==> config.mk <==
export PLATFORM = sky130hd
export DESIGN_NAME = imem_load_ctrl
export DESIGN_NICKNAME = d
export VERILOG_FILES = /design/src/rtl/imem_load_ctrl.sv
export SDC_FILE = /design/constraint.sdc
export NUM_CORES = 1
export LEC_CHECK = 0
export CORE_MARGIN = 3
export CORE_UTILIZATION = 25
export DETAILED_ROUTE_END_ITERATION = 10
export HOLD_SLACK_MARGIN = 0.03
export PLACE_DENSITY = 0.8
export SYNTH_ARGS = -nofsm -noshare
export SYNTH_HDL_FRONTEND = slang
export SYNTH_SLANG_ARGS = --single-unit
==> constraint.sdc <==
create_clock -name clk_i -period 2.9 [get_ports clk_i]
set_clock_uncertainty 0.15 [all_clocks]
set_input_delay 0.725 -clock clk_i [delete_from_list [all_inputs] [get_ports clk_i]]
set_output_delay 0.725 -clock clk_i [all_outputs]
set_load 0.005 [all_outputs]
==> src/rtl/imem_load_ctrl.sv <==
// Instruction-memory controller: clears the array, streams a program in over
// valid/ready, then serves zero-latency word fetches from the PC with fault checks.
module imem_load_ctrl #(
  parameter int DEPTH = 32,
  parameter int AW    = 5
) (
  input  logic          clk_i,
  input  logic          rst_i,
  input  logic          load_start_i,
  input  logic          load_valid_i,
  input  logic [31:0]   load_data_i,
  input  logic          load_last_i,
  output logic          load_ready_o,
  input  logic [31:0]   pc_addr_i,
  input  logic          fetch_req_i,
  output logic [31:0]   instr_o,
  output logic          instr_valid_o,
  output logic          fault_o,
  output logic          stall_o,
  output logic          load_done_o,
  output logic [AW:0]   words_loaded_o,
  output logic [AW-1:0] mem_addr_o,
  output logic          mem_we_o,
  output logic [31:0]   mem_wdata_o,
  input  logic [31:0]   mem_rdata_i
);

  typedef enum logic [1:0] {
    S_IDLE  = 2'd0,
    S_CLEAR = 2'd1,
    S_LOAD  = 2'd2,
    S_RUN   = 2'd3
  } state_e;

  localparam logic [AW:0] LAST_IDX = (AW+1)'(DEPTH - 1);
  localparam logic [AW:0] CNT_ONE  = (AW+1)'(1);

  state_e      state_q, state_d;
  logic [AW:0] cnt_q, cnt_d;
  logic [AW:0] words_q, words_d;
  logic        run_s;
  logic        bad_addr_s;
  logic        handshake_s;
  logic        ready_s;
  logic        we_s;
  logic [AW-1:0] addr_s;
  logic [31:0] wdata_s;

  // State, word counter and loaded-word count registers
  always_ff @(posedge clk_i) begin
    if (!rst_i) begin
      state_q <= S_IDLE;
      cnt_q   <= '0;
      words_q <= '0;
    end else begin
      state_q <= state_d;
      cnt_q   <= cnt_d;
      words_q <= words_d;
    end
  end

  // Next-state logic and memory-port control
  always_comb begin
    state_d     = state_q;
    cnt_d       = cnt_q;
    words_d     = words_q;
    ready_s     = 1'b0;
    handshake_s = 1'b0;
    we_s        = 1'b0;
    addr_s      = '0;
    wdata_s     = 32'h0000_0000;
    case (state_q)
      S_IDLE: begin
        state_d = S_IDLE;
      end
      S_CLEAR: begin
        we_s   = 1'b1;
        addr_s = cnt_q[AW-1:0];
        if (cnt_q == LAST_IDX) begin
          state_d = S_LOAD;
          cnt_d   = '0;
        end else begin
          cnt_d = cnt_q + CNT_ONE;
        end
      end
      S_LOAD: begin
        // Ready drops in a restart cycle so a word can never slip in alongside it
        ready_s     = ~load_start_i;
        handshake_s = load_valid_i & ready_s;
        addr_s      = cnt_q[AW-1:0];
        if (handshake_s) begin
          we_s    = 1'b1;
          wdata_s = load_data_i;
          cnt_d   = cnt_q + CNT_ONE;
          if (load_last_i || (cnt_q == LAST_IDX)) begin
            state_d = S_RUN;
            words_d = cnt_q + CNT_ONE;
          end else begin
            state_d = S_LOAD;
          end
        end else begin
          state_d = S_LOAD;
        end
      end
      S_RUN: begin
        addr_s = pc_addr_i[AW+1:2];
      end
      default: begin
        state_d = S_IDLE;
        cnt_d   = '0;
      end
    endcase
    if (load_start_i) begin
      state_d = S_CLEAR;
      cnt_d   = '0;
    end else begin
      state_d = state_d;
    end
  end

  // Fetch path: purely combinational from the PC through the memory read port
  always_comb begin
    run_s      = (state_q == S_RUN);
    bad_addr_s = (pc_addr_i[1:0] != 2'b00) || (pc_addr_i[31:AW+2] != '0);
  end

  assign fault_o        = run_s & fetch_req_i & bad_addr_s;
  assign instr_valid_o  = run_s & fetch_req_i & ~bad_addr_s;
  assign instr_o        = instr_valid_o ? mem_rdata_i : 32'h0000_0000;
  assign stall_o        = ~run_s;
  assign load_done_o    = run_s;
  assign load_ready_o   = ready_s;
  assign mem_we_o       = we_s;
  assign mem_addr_o     = addr_s;
  assign mem_wdata_o    = wdata_s;
  assign words_loaded_o = words_q;

endmodule

Word level (Yosys, flattened, before mapping)
Index checks and enable logic that the tools add are counted.

storage, ports and cells
  flip-flop bits (word level) = 14
  input port bits = 102
  logic and storage cells = 49
  output and inout port bits = 81

operators by class
  add/subtract/negate cells = 1
  muxes and demuxes = 15
  bitwise operators = 8
  equal/unequal tests = 7
  reduce and logical (&&, ||, !) cells = 14

operators by type and width
  operator             number
  $mux 32              3
  $reduce_bool 25->1   1
  $mux 6               2
  $pmux 6 s2           1
  $pmux 5 s2           1
  $add 6x1->6 const B  1
  $eq 6x5->1 const B   1
  $pmux 2 s3           1
  $reduce_and 2->1     3
  $and 1x1->1          4
  $eq 2x2->1 const B   2
  $mux 1               4
  $mux 2               2
  $ne 2x2->1 const B   2
  $not 1->1            4
  $reduce_bool 2->1    2
  $reduce_bool 4->1    1
  $reduce_or 2->1      2
  $ne 3x3->1 const B   1
  $reduce_and 3->1     1
  $reduce_bool 3->1    1
  $eq 2x1->1 const B   1
  $logic_not 2->1      1
  $logic_or 1x1->1     2
  $pmux 1 s2           1

Depth between registers and ports, before layout
  depth in word-level cells = 6
  gate-level depth with buffers = 8
  depth with buffers taken out = 6

Least setup slack after synthesis
OpenSTA, ideal clock, no wires.

  kind = input to output
  from = input port pc_addr_i[15]
  to = output port instr_o[22]
  slack = 0.283 ns
  buffers on the path = 1
  stages on the path = 5
  required time = 2.025 ns
  arrival = 1.742 ns
  cell sequence = nor4_1 -> nand4_1 -> nor3_4 -> buf_6 -> and2_1

between the ends
  cells in the longest elaborated chain, start to end = 5

RTL lines
  element                  line  source
  start, declared          14    input logic [31:0] pc_addr_i,
  $reduce_bool 25->1       124   bad_addr_s = (pc_addr_i[1:0] != 2'b00) || (pc_addr_i[31:AW+2] != '0);
  $logic_or 1x1->1         124
  $not 1->1                128   assign instr_valid_o = run_s & fetch_req_i & ~bad_addr_s;
  $and 1x1->1              128
  named net instr_valid_o  17    output logic instr_valid_o,
  $mux 32                  129   assign instr_o = instr_valid_o ? mem_rdata_i : 32'h0000_0000;
  end, declared            16    output logic [31:0] instr_o,

The timed path passes the listed nets, and every way through them passes these cells.

Worst setup path after layout
  from = input port pc_addr_i[10]
  to = output port instr_o[28]

between the ends
  cells in the longest elaborated chain, start to end = 5

RTL lines
  element             line
  $reduce_bool 25->1  124
  $logic_or 1x1->1    124
  $not 1->1           128
  $and 1x1->1         128
  $mux 32             129

No other way between the ends.

==> summary.txt <==
Setup path
  • Critical Path Max Stage Delay: 280 ps
  • Worst path slowest cell: nor4_4
  • Critical-path cell list: buf_6, nor4_4, nand4_1, nor3_4, buf_6, buf_12, buf_8, and2_4, buf_6
  • CP Capture Type: output port
  • Crit path kind: primary input to output port
  • Arrival @ worst endpoint: between 2000 and 2500 ps
  • Crit start category: primary input
  • CP Data Required Time: 2030 ps
  • CP Max Fanout: 5
  • Most used cell, CP: buf_6

Logic synthesis
  • Mapped cell area: ~0.0014 mm^2
  • Synth area leader: dfxtp_1
  • Post-synthesis cell type count: 38
  • Seq/Total Area, Yosys: roughly a fifth
  • Synthesis Warnings: 0
  • Number of enable flip-flop cells after synthesis: 0
  • Syn Nets: about 290
  • Number of synthesized register bits: 14
  • Async set-or-reset flop fraction in the synthesized netlist: 0%
  • Ys flop type: dfxtp_1
  • Mean Syn Cell Area: between 7 and 8 um^2
  • Synth Instances: between 150 and 200
  • Synth area leaders: dfxtp_1 (20%), and3_1 (15%), and2_1 (14%), ha_1 (5.4%), nor2_1 (4.3%)
  • Synth top area share: around a fifth

Clocking
  • CTS Sinks: 14
  • Total CTS buffers: 3
  • Clk buf depth: 2
  • Clk pin slew, worst setup/hold paths: 60 ps
  • Root buf cell: clkbuf_8
  • Clk Latency, worst-skew pair: 240 ps
  • Cts hold-fix bufs: 0
  • Htree depth: 1
  • CTS tree: built

Detailed routing
  • Drt first pass iters: 4
  • Initial drt markers: 41
  • DRC: 0
  • Number of routed nets with antenna violations: 0
  • DR vias/cell: between 4 and 5
  • DRT Wirelength: between 7000 and 8000 um
  • Wire per inst: ~17 um
  • Via count: 2197

GRT
  • First-pass GRT wire length: between 10000 and 15000 um
  • Number of global-route vias before repair: approximately 2100
  • M1 GR Usage: 20.5%
  • Initial antenna violation count: 0
  • GRT busiest layer: met2
  • Largest net degree at the start of global routing: 33
  • Grt total ovfl: 0
  • Met3 usage: 5.83%
  • Global routing met2 resource utilization: 40.6%
  • Gr usage total: 20.1%

Outcome
  • Failing checks: setup timing
  • Status: finished, violations left

Run
  • Max cap viols: 0

Floorplan
  • # IOs: between 150 and 200
  • Core Region: ~0.0052 mm^2
  • Chip Width: a little over 80 um
  • Die height: about 81 um
  • Die area: about 0.0065 mm^2
  • Row cnt: 26
  • Starting density of the core: a little over a quarter

Layout
  • Final design utilization: between 60% and 70%
  • Commonest non-fill, non-tap cell in the layout: clkdlybuf4s50_1
  • ANT cells: 0
  • # fillers: ~420
  • Fin nets: slightly below 500
  • Most frequent cells in the layout: clkdlybuf4s50_1 (85), buf_6 (41), and3_1 (33)
  • Ratio of cells with drive above 1 in the final layout: between 30 and 40%
  • Area growth, synth to finish: 163%

Timing
  • Max-slew headroom: 68.2%
  • Setup TNS: -2810 ps
  • Final worst slack: -139 ps
  • Count of final setup violators: 32
  • Final hold vios: 0
  • Worst Max-Slew Pin Slew: between 400 and 500 ps
  • Tcrit/Tclk final: 105%
  • RSZ-0062 raised after global routing: true
  • Final Slew Violations: 0
  • Fmax: between 300 and 400 MHz
  • Period minus WS final: a little over 3000 ps

Place
  • Pre-CTS setup slack: -719 ps
  • Post-DP HPWL: 5360 um
  • GP Congestion: just under 0.8
  • Port Buffers: around 180

Power and ir drop
  • Peak VDD IR: roughly 0.36 mV
  • Leakage: between 1.5 and 2 nW
  • Power Total: 0.000612 W
  • PD cells: between 150 and 200 mW/mm^2

Min path
  • Worst min path class: register to register
## worst paths after layout
kind,slack (ps),cells past startpoint,end,startpoint
max,-140,9,instr_o[28],pc_addr_i[10]
min reg2reg,350,1,words_loaded_o[3],words_loaded_o[3]
max reg2reg,960,5,state_q[0],cnt_q[0]
min,350,1,words_loaded_o[3],words_loaded_o[3]
## per-stage QoR
stage / instances / cell area [um^2] / hold WS (ps)
2_1_floorplan: 186 / 1390 / 337
3_3_place_gp: 435 / 3330 / 330
3_5_place_dp: 435 / 3330 / 337
4_1_cts: 453 / 3610 / 351
5_1_grt: 451 / 3650 / 373
6_report: 451 / 3650 / 345
## logic make-up after synthesis
family	Yosys count	share of synthesized area, %
AO/OA/AOI/OAI	26	14.6
XOR/XNOR	6	3.78
AND/OR/NAND/NOR	111	46.9
buffers and inverters	21	7.73
flip-flops	14	20.1
multiplexers	2	1.44
adder cells (fa/ha/maj)	6	5.40
## cell type report
| cell class | instances | area, um^2 | area share [%] |
|---|---|---|---|
| Inverter | 6 | 22.5 | 0.616 |
| Tap cell | 70 | 87.6 | 2.40 |
| Sequential cell | 14 | 280 | 7.67 |
| Multi-Input combinational cell | 151 | 1180 | 32.4 |
| Clock buffer | 4 | 55.1 | 1.51 |
| Timing Repair Buffer | 206 | 2020 | 55.4 |
## critical path: cells and delay by family
kind	cells	cell delay [ps]
buffers and inverters	5	530
AND/OR/NAND/NOR	4	920
## power breakdown
part / leakage [nW] / switching, W / internal (W)
clock: 0.0288 / 0.0000662 / 0.000120
sequential: 0.113 / 0.00000416 / 0.000196
combinational: 1.70 / 0.0000739 / 0.000152
total: 1.84 / 0.000144 / 0.000467
## per-layer routing
layer / vias up / part of all wire (%) / wire, um
li1: 1045 / - / -
met1: 1017 / 34 / 2550
met2: 119 / 55 / 4160
met3: 16 / 9.3 / 704
met4: 0 / 2.1 / 160
met5: - / 0 / 0
## sequential cells by signal, indices dropped and copies added, names as in the netlist
name            flops
cnt_q               6
words_loaded_o      6
state_q             2
## synthesized netlist by cell type, types with 2 or more instances
cell type / number
or3_1: 2
and2_1: 32
nor4_1: 6
xor2_1: 3
clkbuf_1: 9
ha_1: 6
nand2b_1: 2
nor2b_1: 2
a22oi_1: 5
xnor2_1: 3
o211a_1: 4
nand3_1: 4
a21oi_1: 3
o31a_1: 2
o21ai_0: 2
o211ai_1: 2
buf_6: 3
and3_1: 33
inv_1: 6
o21a_1: 2
nand2_1: 7
dfxtp_1: 14
o41ai_1: 2
mux2i_1: 2
nor2_1: 16
nor3_1: 2
## repair_timing
action,in CTS,in global routing
pin swaps,40,5
cloned,4,2
resized for setup,312,56
setup buffers,11,1
setup endpoints to repair,67,58
Note: power is estimated with default switching activity, not from simulation.
